==> src/rtl/ime_search_ctrl_if.sv <==
// Handshake and result bus between the MB encoder / IME SAD datapath and ime_search_ctrl.
// The slave modport is the controller's view; master is the encoder/datapath side.
interface ime_search_ctrl_if #(
  parameter int MV_W  = 7,
  parameter int SAD_W = 16
);
  logic                   start_i;
  logic                   busy_o;
  logic                   done_o;
  logic                   cand_v_o;
  logic                   cand_rdy_i;
  logic [2*MV_W-1:0]      cand_mv_o;
  logic                   sad_v_i;
  logic [4*SAD_W-1:0]     sad8x8_i;
  logic [2*SAD_W-1:0]     sad8x16_i;
  logic [2*SAD_W-1:0]     sad16x8_i;
  logic [SAD_W-1:0]       sad16x16_i;
  logic [9*2*MV_W-1:0]    best_mv_o;
  logic [9*SAD_W-1:0]     best_sad_o;

  modport slave (
    input  start_i, cand_rdy_i, sad_v_i, sad8x8_i, sad8x16_i, sad16x8_i, sad16x16_i,
    output busy_o, done_o, cand_v_o, cand_mv_o, best_mv_o, best_sad_o
  );

  modport master (
    output start_i, cand_rdy_i, sad_v_i, sad8x8_i, sad8x16_i, sad16x8_i, sad16x16_i,
    input  busy_o, done_o, cand_v_o, cand_mv_o, best_mv_o, best_sad_o
  );
endinterface

==> src/rtl/ime_search_ctrl.sv <==
// Integer-ME full-search sequencer: issues candidate MVs in raster order and tracks the
// minimum-SAD MV for each of the 9 partitions of a 16x16 macroblock.
module ime_search_ctrl #(
  parameter int SR    = 16,
  parameter int MV_W  = 7,
  parameter int SAD_W = 16
) (
  input  logic                clk,
  input  logic                rstn,
  ime_search_ctrl_if.slave    bus
);

  localparam int SIDE  = 2 * SR;
  localparam int AXW   = $clog2(SIDE);
  localparam int CNT_W = 2 * AXW;
  localparam int NCAND = SIDE * SIDE;
  localparam int NPART = 9;

  localparam logic [CNT_W:0]  LAST_IDX = (CNT_W+1)'(NCAND - 1);
  localparam logic [CNT_W:0]  CNT_ONE  = (CNT_W+1)'(1);
  localparam logic [MV_W-1:0] MV_MIN   = MV_W'(-SR);

  typedef enum logic [1:0] {
    S_IDLE  = 2'd0,
    S_RUN   = 2'd1,
    S_DRAIN = 2'd2,
    S_DONE  = 2'd3
  } state_e;

  // Counter index splits as {y_idx, x_idx}; subtracting SR maps each index to a signed MV.
  function automatic logic [2*MV_W-1:0] idx_to_mv(input logic [CNT_W-1:0] idx);
    logic [MV_W-1:0] mv_x;
    logic [MV_W-1:0] mv_y;
    mv_x = MV_W'(idx[AXW-1:0]) - MV_W'(SR);
    mv_y = MV_W'(idx[CNT_W-1:AXW]) - MV_W'(SR);
    return {mv_y, mv_x};
  endfunction

  state_e               state_q;
  logic                 busy_q;
  logic                 done_q;
  logic                 cand_v_q;
  logic [2*MV_W-1:0]    cand_mv_q;
  logic [CNT_W:0]       issue_cnt_q;
  logic [CNT_W:0]       ret_cnt_q;
  logic [SAD_W-1:0]     best_sad_q [NPART];
  logic [2*MV_W-1:0]    best_mv_q  [NPART];

  logic [CNT_W:0]       issue_cnt_d;
  logic [CNT_W:0]       ret_cnt_d;
  logic                 issue_hs_s;
  logic                 ret_accept_s;
  logic [2*MV_W-1:0]    ret_mv_s;
  logic [SAD_W-1:0]     sad_in_s   [NPART];
  logic                 better_s   [NPART];

  assign issue_cnt_d  = issue_cnt_q + CNT_ONE;
  assign ret_cnt_d    = ret_cnt_q + CNT_ONE;
  assign issue_hs_s   = cand_v_q & bus.cand_rdy_i;
  assign ret_accept_s = bus.sad_v_i & ((state_q == S_RUN) | (state_q == S_DRAIN));
  assign ret_mv_s     = idx_to_mv(ret_cnt_q[CNT_W-1:0]);

  // Unpack the SAD tree outputs into the result ordering: 16x16, 16x8 x2, 8x16 x2, 8x8 x4.
  always_comb begin
    sad_in_s[0] = bus.sad16x16_i;
    sad_in_s[1] = bus.sad16x8_i[SAD_W-1:0];
    sad_in_s[2] = bus.sad16x8_i[2*SAD_W-1:SAD_W];
    sad_in_s[3] = bus.sad8x16_i[SAD_W-1:0];
    sad_in_s[4] = bus.sad8x16_i[2*SAD_W-1:SAD_W];
    for (int k = 0; k < 4; k++) begin
      sad_in_s[5+k] = bus.sad8x8_i[k*SAD_W +: SAD_W];
    end
  end

  // Strict less-than so that ties keep the earlier raster candidate.
  always_comb begin
    for (int p = 0; p < NPART; p++) begin
      better_s[p] = (sad_in_s[p] < best_sad_q[p]);
    end
  end

  // Search FSM, issue/return counters and per-partition best tracking.
  always_ff @(posedge clk or negedge rstn) begin
    if (!rstn) begin
      state_q     <= S_IDLE;
      busy_q      <= 1'b0;
      done_q      <= 1'b0;
      cand_v_q    <= 1'b0;
      cand_mv_q   <= '0;
      issue_cnt_q <= '0;
      ret_cnt_q   <= '0;
      for (int p = 0; p < NPART; p++) begin
        best_sad_q[p] <= '0;
        best_mv_q[p]  <= '0;
      end
    end else begin
      done_q <= 1'b0;
      case (state_q)
        S_IDLE: begin
          if (bus.start_i) begin
            state_q     <= S_RUN;
            busy_q      <= 1'b1;
            cand_v_q    <= 1'b1;
            cand_mv_q   <= {MV_MIN, MV_MIN};
            issue_cnt_q <= '0;
            ret_cnt_q   <= '0;
            for (int p = 0; p < NPART; p++) begin
              best_sad_q[p] <= '1;
              best_mv_q[p]  <= '0;
            end
          end
        end
        S_RUN: begin
          if (issue_hs_s) begin
            issue_cnt_q <= issue_cnt_d;
            if (issue_cnt_q == LAST_IDX) begin
              cand_v_q <= 1'b0;
              state_q  <= S_DRAIN;
            end else begin
              cand_mv_q <= idx_to_mv(issue_cnt_d[CNT_W-1:0]);
            end
          end
        end
        S_DRAIN: begin
          if (bus.sad_v_i && (ret_cnt_q == LAST_IDX)) begin
            state_q <= S_DONE;
            busy_q  <= 1'b0;
            done_q  <= 1'b1;
          end
        end
        S_DONE: begin
          state_q <= S_IDLE;
        end
        default: begin
          state_q  <= S_IDLE;
          busy_q   <= 1'b0;
          cand_v_q <= 1'b0;
        end
      endcase

      // Results are only meaningful while a search is in flight.
      if (ret_accept_s) begin
        ret_cnt_q <= ret_cnt_d;
        for (int p = 0; p < NPART; p++) begin
          if (better_s[p]) begin
            best_sad_q[p] <= sad_in_s[p];
            best_mv_q[p]  <= ret_mv_s;
          end
        end
      end
    end
  end

  assign bus.busy_o    = busy_q;
  assign bus.done_o    = done_q;
  assign bus.cand_v_o  = cand_v_q;
  assign bus.cand_mv_o = cand_mv_q;

  for (genvar gp = 0; gp < NPART; gp++) begin : g_pack
    assign bus.best_mv_o[gp*2*MV_W +: 2*MV_W] = best_mv_q[gp];
    assign bus.best_sad_o[gp*SAD_W +: SAD_W]  = best_sad_q[gp];
  end

endmodule

==> src/flat_wrapper.sv <==
// flat-port wrapper written by rule: the top's interface ports become plain ports
module ime_search_ctrl_flat 
#(
  parameter int SR    = 16,
  parameter int MV_W  = 7,
  parameter int SAD_W = 16
)
  (clk, rstn, bus_start_i, bus_cand_rdy_i, bus_sad_v_i, bus_sad8x8_i, bus_sad8x16_i, bus_sad16x8_i, bus_sad16x16_i, bus_busy_o, bus_done_o, bus_cand_v_o, bus_cand_mv_o, bus_best_mv_o, bus_best_sad_o);
  ime_search_ctrl_if #(.MV_W(MV_W), .SAD_W(SAD_W)) bus_i ();
  input  logic clk;
  input  logic rstn;
  input wire logic [$bits(bus_i.start_i)-1:0] bus_start_i;
  input wire logic [$bits(bus_i.cand_rdy_i)-1:0] bus_cand_rdy_i;
  input wire logic [$bits(bus_i.sad_v_i)-1:0] bus_sad_v_i;
  input wire logic [$bits(bus_i.sad8x8_i)-1:0] bus_sad8x8_i;
  input wire logic [$bits(bus_i.sad8x16_i)-1:0] bus_sad8x16_i;
  input wire logic [$bits(bus_i.sad16x8_i)-1:0] bus_sad16x8_i;
  input wire logic [$bits(bus_i.sad16x16_i)-1:0] bus_sad16x16_i;
  output wire logic [$bits(bus_i.busy_o)-1:0] bus_busy_o;
  output wire logic [$bits(bus_i.done_o)-1:0] bus_done_o;
  output wire logic [$bits(bus_i.cand_v_o)-1:0] bus_cand_v_o;
  output wire logic [$bits(bus_i.cand_mv_o)-1:0] bus_cand_mv_o;
  output wire logic [$bits(bus_i.best_mv_o)-1:0] bus_best_mv_o;
  output wire logic [$bits(bus_i.best_sad_o)-1:0] bus_best_sad_o;
  assign bus_i.start_i = bus_start_i;
  assign bus_i.cand_rdy_i = bus_cand_rdy_i;
  assign bus_i.sad_v_i = bus_sad_v_i;
  assign bus_i.sad8x8_i = bus_sad8x8_i;
  assign bus_i.sad8x16_i = bus_sad8x16_i;
  assign bus_i.sad16x8_i = bus_sad16x8_i;
  assign bus_i.sad16x16_i = bus_sad16x16_i;
  assign bus_busy_o = bus_i.busy_o;
  assign bus_done_o = bus_i.done_o;
  assign bus_cand_v_o = bus_i.cand_v_o;
  assign bus_cand_mv_o = bus_i.cand_mv_o;
  assign bus_best_mv_o = bus_i.best_mv_o;
  assign bus_best_sad_o = bus_i.best_sad_o;
  ime_search_ctrl #(.SR(SR), .MV_W(MV_W), .SAD_W(SAD_W)) u_core (.clk(clk), .rstn(rstn), .bus(bus_i));
endmodule
==> config.mk <==
export PLATFORM = sky130hd
export DESIGN_NAME = ime_search_ctrl_flat
export DESIGN_NICKNAME = d
export VERILOG_FILES = /design/src/rtl/ime_search_ctrl_if.sv /design/src/rtl/ime_search_ctrl.sv /design/src/flat_wrapper.sv
export SDC_FILE = /design/constraint.sdc
export NUM_CORES = 1
export LEC_CHECK = 0
export ABC_AREA = 1
export CAP_MARGIN = 20
export CORE_UTILIZATION = 51
export DETAILED_ROUTE_END_ITERATION = 12
export HOLD_SLACK_MARGIN = 0.15
export MAX_ROUTING_LAYER = met4
export PLACE_DENSITY = 0.82
export RECOVER_POWER = 100
export SETUP_SLACK_MARGIN = 0.15
export SLEW_MARGIN = 10
export SYNTH_ARGS = -nofsm -noshare
export SYNTH_HDL_FRONTEND = slang
export SYNTH_SLANG_ARGS = --single-unit
==> constraint.sdc <==
create_clock -name clk -period 2.5 [get_ports clk]
set_input_delay 0.5 -clock clk [delete_from_list [all_inputs] [get_ports clk]]
set_output_delay 0.5 -clock clk [all_outputs]
set_load 0.02 [all_outputs]
==> flow_summary.json <==
{
  "synth.distinct_cells": 33,
  "initial_core_util_pct": 52.42,
  "timing.fmax_mhz": 444.6,
  "synthCells": 2385,
  "fillCellCount": 2670,
  "holdPathEnd": "u_core.bus.cand_mv_o[0]",
  "status": "completed",
  "synth_seq_cells": 307,
  "critPathMaxStageDelay_ns": 0.38,
  "cts_tree": "yes",
  "dieHeight_microns": 188.6,
  "yosys_warnings": 0,
  "first_iter_violations": 1258,
  "portBuffers": 435,
  "r2r_start": "u_core.state_q[0]",
  "synth_nets": 2674,
  "clock_latency_ns": 0.51,
  "synth_most_common_cell": "nand2_1",
  "die_width_microns": 188.6,
  "viasPerCell": 5.192,
  "synth_edf_count": 0,
  "cts_buffers": 35,
  "post-route-period-util_pct": 89.96,
  "r2r_slack_ns": 0.25,
  "grt_max_degree": 85,
  "root_buffer": "clkbuf_16",
  "syn-cell-area_sq_um": 17750,
  "wl_microns": 54730,
  "fin_nets": 3127,
  "postRouteAntennaNets": 0,
  "cts_max_path_buffers": 3,
  "yosys-top-cells-area": "dfrtp_1 (43%), nand2_1 (19%), ha_1 (9.9%)",
  "grt_pass1_wl_microns": 87770,
  "crit_chain": "inv_1 > ha_1 > nand2_4 > a211oi_1 > nand2_1 > a21oi_1 > nand2_2 > clkbuf_2 > nand2_1 > nand2_1",
  "criticalPathCategory": "reg -> reg",
  "clk_transition_reported_paths_ns": 0.06,
  "cp_slowest_cell": "dfrtp_1",
  "remaining_drc_errors": 0,
  "num_rows": 67,
  "r2r-end": "u_core.bus.best_sad_o[47]",
  "worst-endpoint-arrival_ns": 2.64,
  "maxCapViolations": 0,
  "dp_cells": 3234,
  "crit_required_ns": 2.89,
  "vias": 17202,
  "layout-drive-gt1-share_pct": 5.866,
  "synth_flop_cell": "dfrtp_1",
  "finalCriticalPeriod_ns": 2.249,
  "finalClockSkew_ns": 0.01083,
  "post-route-util_pct": 70.44,
  "hp-class": "reg -> reg",
  "io_pins": 436,
  "htreeDepth": 2,
  "maxSlewHeadroom_pct": 19.74,
  "grt_overflow": 0,
  "worstMarginPinSlew_ns": 1.204,
  "whs_path_depth": 2,
  "syn2layout_area_growth_pct": 34.38,
  "rsz0062_at_grt": "false",
  "yosys.area.top_type": "dfrtp_1",
  "cts_sinks": 307,
  "finalNonFillerCells": 3313,
  "critPathCaptureType": "flop",
  "ys_async_sr_fraction_pct": 100.0,
  "dieArea_sq_um": 35560,
  "synth_seq_area_share_pct": 43.28,
  "setup-tns-final_ns": 0,
  "crit_fanout": 10,
  "drv_slew": 0,
  "grt_pass1_vias": 17083,
  "cp_common_cell": "nand2_1",
  "p_leak_uw": 0.01307,
  "ir_worst_vdd_mv": 0.7154,
  "synth_top_area_share_pct": 43.28,
  "hold_viol_final": 0,
  "first_pass_iters": 5,
  "hpwlAfterDp_microns": 39070,
  "reg2reg_depth": 10,
  "worstSetupStartpoint": "u_core.state_q[0]",
  "track_usage_pct": 31.75,
  "place.gp.congestion": 0.9305,
  "worstSetupStartpointType": "flop",
  "syn_avg_cell_area_sq_um": 7.443,
  "antenna_found_initial": 1,
  "synth_commonest_cells": "nand2_1 (896), inv_1 (330), dfrtp_1 (307), nand3_1 (268), nor2_1 (176)",
  "setup_viol": 0,
  "core-area_sq_um": 33870,
  "min-delay-start": "u_core.bus.cand_mv_o[0]",
  "wl_per_cell_microns": 16.52,
  "p_per_area_nw_per_um2": 1242
}
-- sequential cells by signal (all words and copies together) (netlist names) --
| signal | cells |
|---|---|
| u_core.bus.best_sad_o | 144 |
| u_core.bus.best_mv_o | 126 |
| u_core.issue_cnt_q | 11 |
| u_core.ret_cnt_q | 11 |
| u_core.bus.cand_mv_o | 10 |
| u_core.state_q | 2 |
| u_core.bus.busy_o | 1 |
| u_core.bus.cand_v_o | 1 |
| u_core.bus.done_o | 1 |
-- through the flow --
| stage | hold slack [ns] | worst slack, ns | total power [uW] | cell area [sq um] |
|---|---|---|---|---|
| global placement | 0.4235 | 0.007114 | 23920 | 22620 |
| detailed placement | 0.4253 | -0.08362 | 24530 | 22620 |
| finish | 0.4777 | 0.2510 | 29620 | 23860 |
| global route | 0.5137 | 0.08338 | 31810 | 23860 |
| CTS | 0.4736 | 0.2197 | 30540 | 23930 |
| floorplan | 0.2044 | 0.6581 | 18170 | 17750 |
-- how the worst max path moves through the flow --
stage                                end  slack, ns  cells after the start
2_1_floorplan   u_core.bus.best_mv_o[52]       0.66                      8
3_3_place_gp   u_core.bus.best_sad_o[52]      0.007                      9
3_5_place_dp   u_core.bus.best_sad_o[52]      -0.08                      8
4_1_cts        u_core.bus.best_sad_o[52]       0.22                      9
5_1_grt          u_core.bus.cand_mv_o[7]       0.08                      9
6_report       u_core.bus.best_sad_o[47]       0.25                     10
-- layer usage --
metal  routed length (microns)  part of all wire, %  global-route usage (%)  up-vias
met5                         0                    0                       -        -
met3                      4094                  7.5                   5.904      187
met2                     26290                   48                   51.77      712
met1                     21530                   39                   37.95     8031
met4                      2812                  5.1                   15.07        0
li1                          -                    -                       -     8272
-- logic make-up (layout without fill, tap and decap cells) --
kind of cell	after synthesis	after routing	share of synthesized area, %
AOI/OAI and AO/OA	101	101	3.489
adders and majority gates	140	140	9.867
buffers and inverters	445	924	11.11
DFF	307	307	43.28
muxes	1	1	0.05639
other	0	1	0
and+or+nand+nor	1391	1391	32.20
-- timing repair --
action                                 in CTS  in global routing
buffers inserted                            0                 14
hold buffers                                1                  0
setup endpoints to repair                   0                127
gates resized for setup                     0                  0
endpoints found under the hold margin      34                  0
-- critical path: cells and delay by family, from the launching register on --
kind	cells	cell delay [ns]
compound gates	2	0.49
fa+ha+maj	1	0.33
buf+inv	2	0.30
flops	1	0.38
simple gates	5	0.61
-- power breakdown --
part / internal [uW] / leakage, uW / switching, uW
Clock: 3630 / 0.000636 / 2150
Sequential: 6870 / 0.00373 / 1170
Combinational: 6010 / 0.00870 / 9800
Total: 16500 / 0.0131 / 13100
-- final cells by class --
type	count	area [sq um]	area share, %
sequential	307	7682	32.20
clock inverter	19	312.8	1.311
multi-input combinational	1633	8018	33.61
antenna	1	2.502	0.01049
tap	448	560.5	2.350
timing repair buffer	525	5034	21.10
inverter	336	1264	5.297
clock buffer	44	982.2	4.117
-- cell usage in the layout (no fill, tap or decap), types with 45 or more instances in the layout --
master | synthesis | routed
buf_4 | 22 | 64
dfrtp_1 | 307 | 307
nand3_1 | 268 | 269
nor2_1 | 176 | 180
nand2_1 | 896 | 899
a21oi_1 | 43 | 45
inv_1 | 330 | 333
clkdlybuf4s50_1 | 0 | 147
dlygate4sd3_1 | 0 | 288
ha_1 | 140 | 140
(Power assumes the default switching activity.)
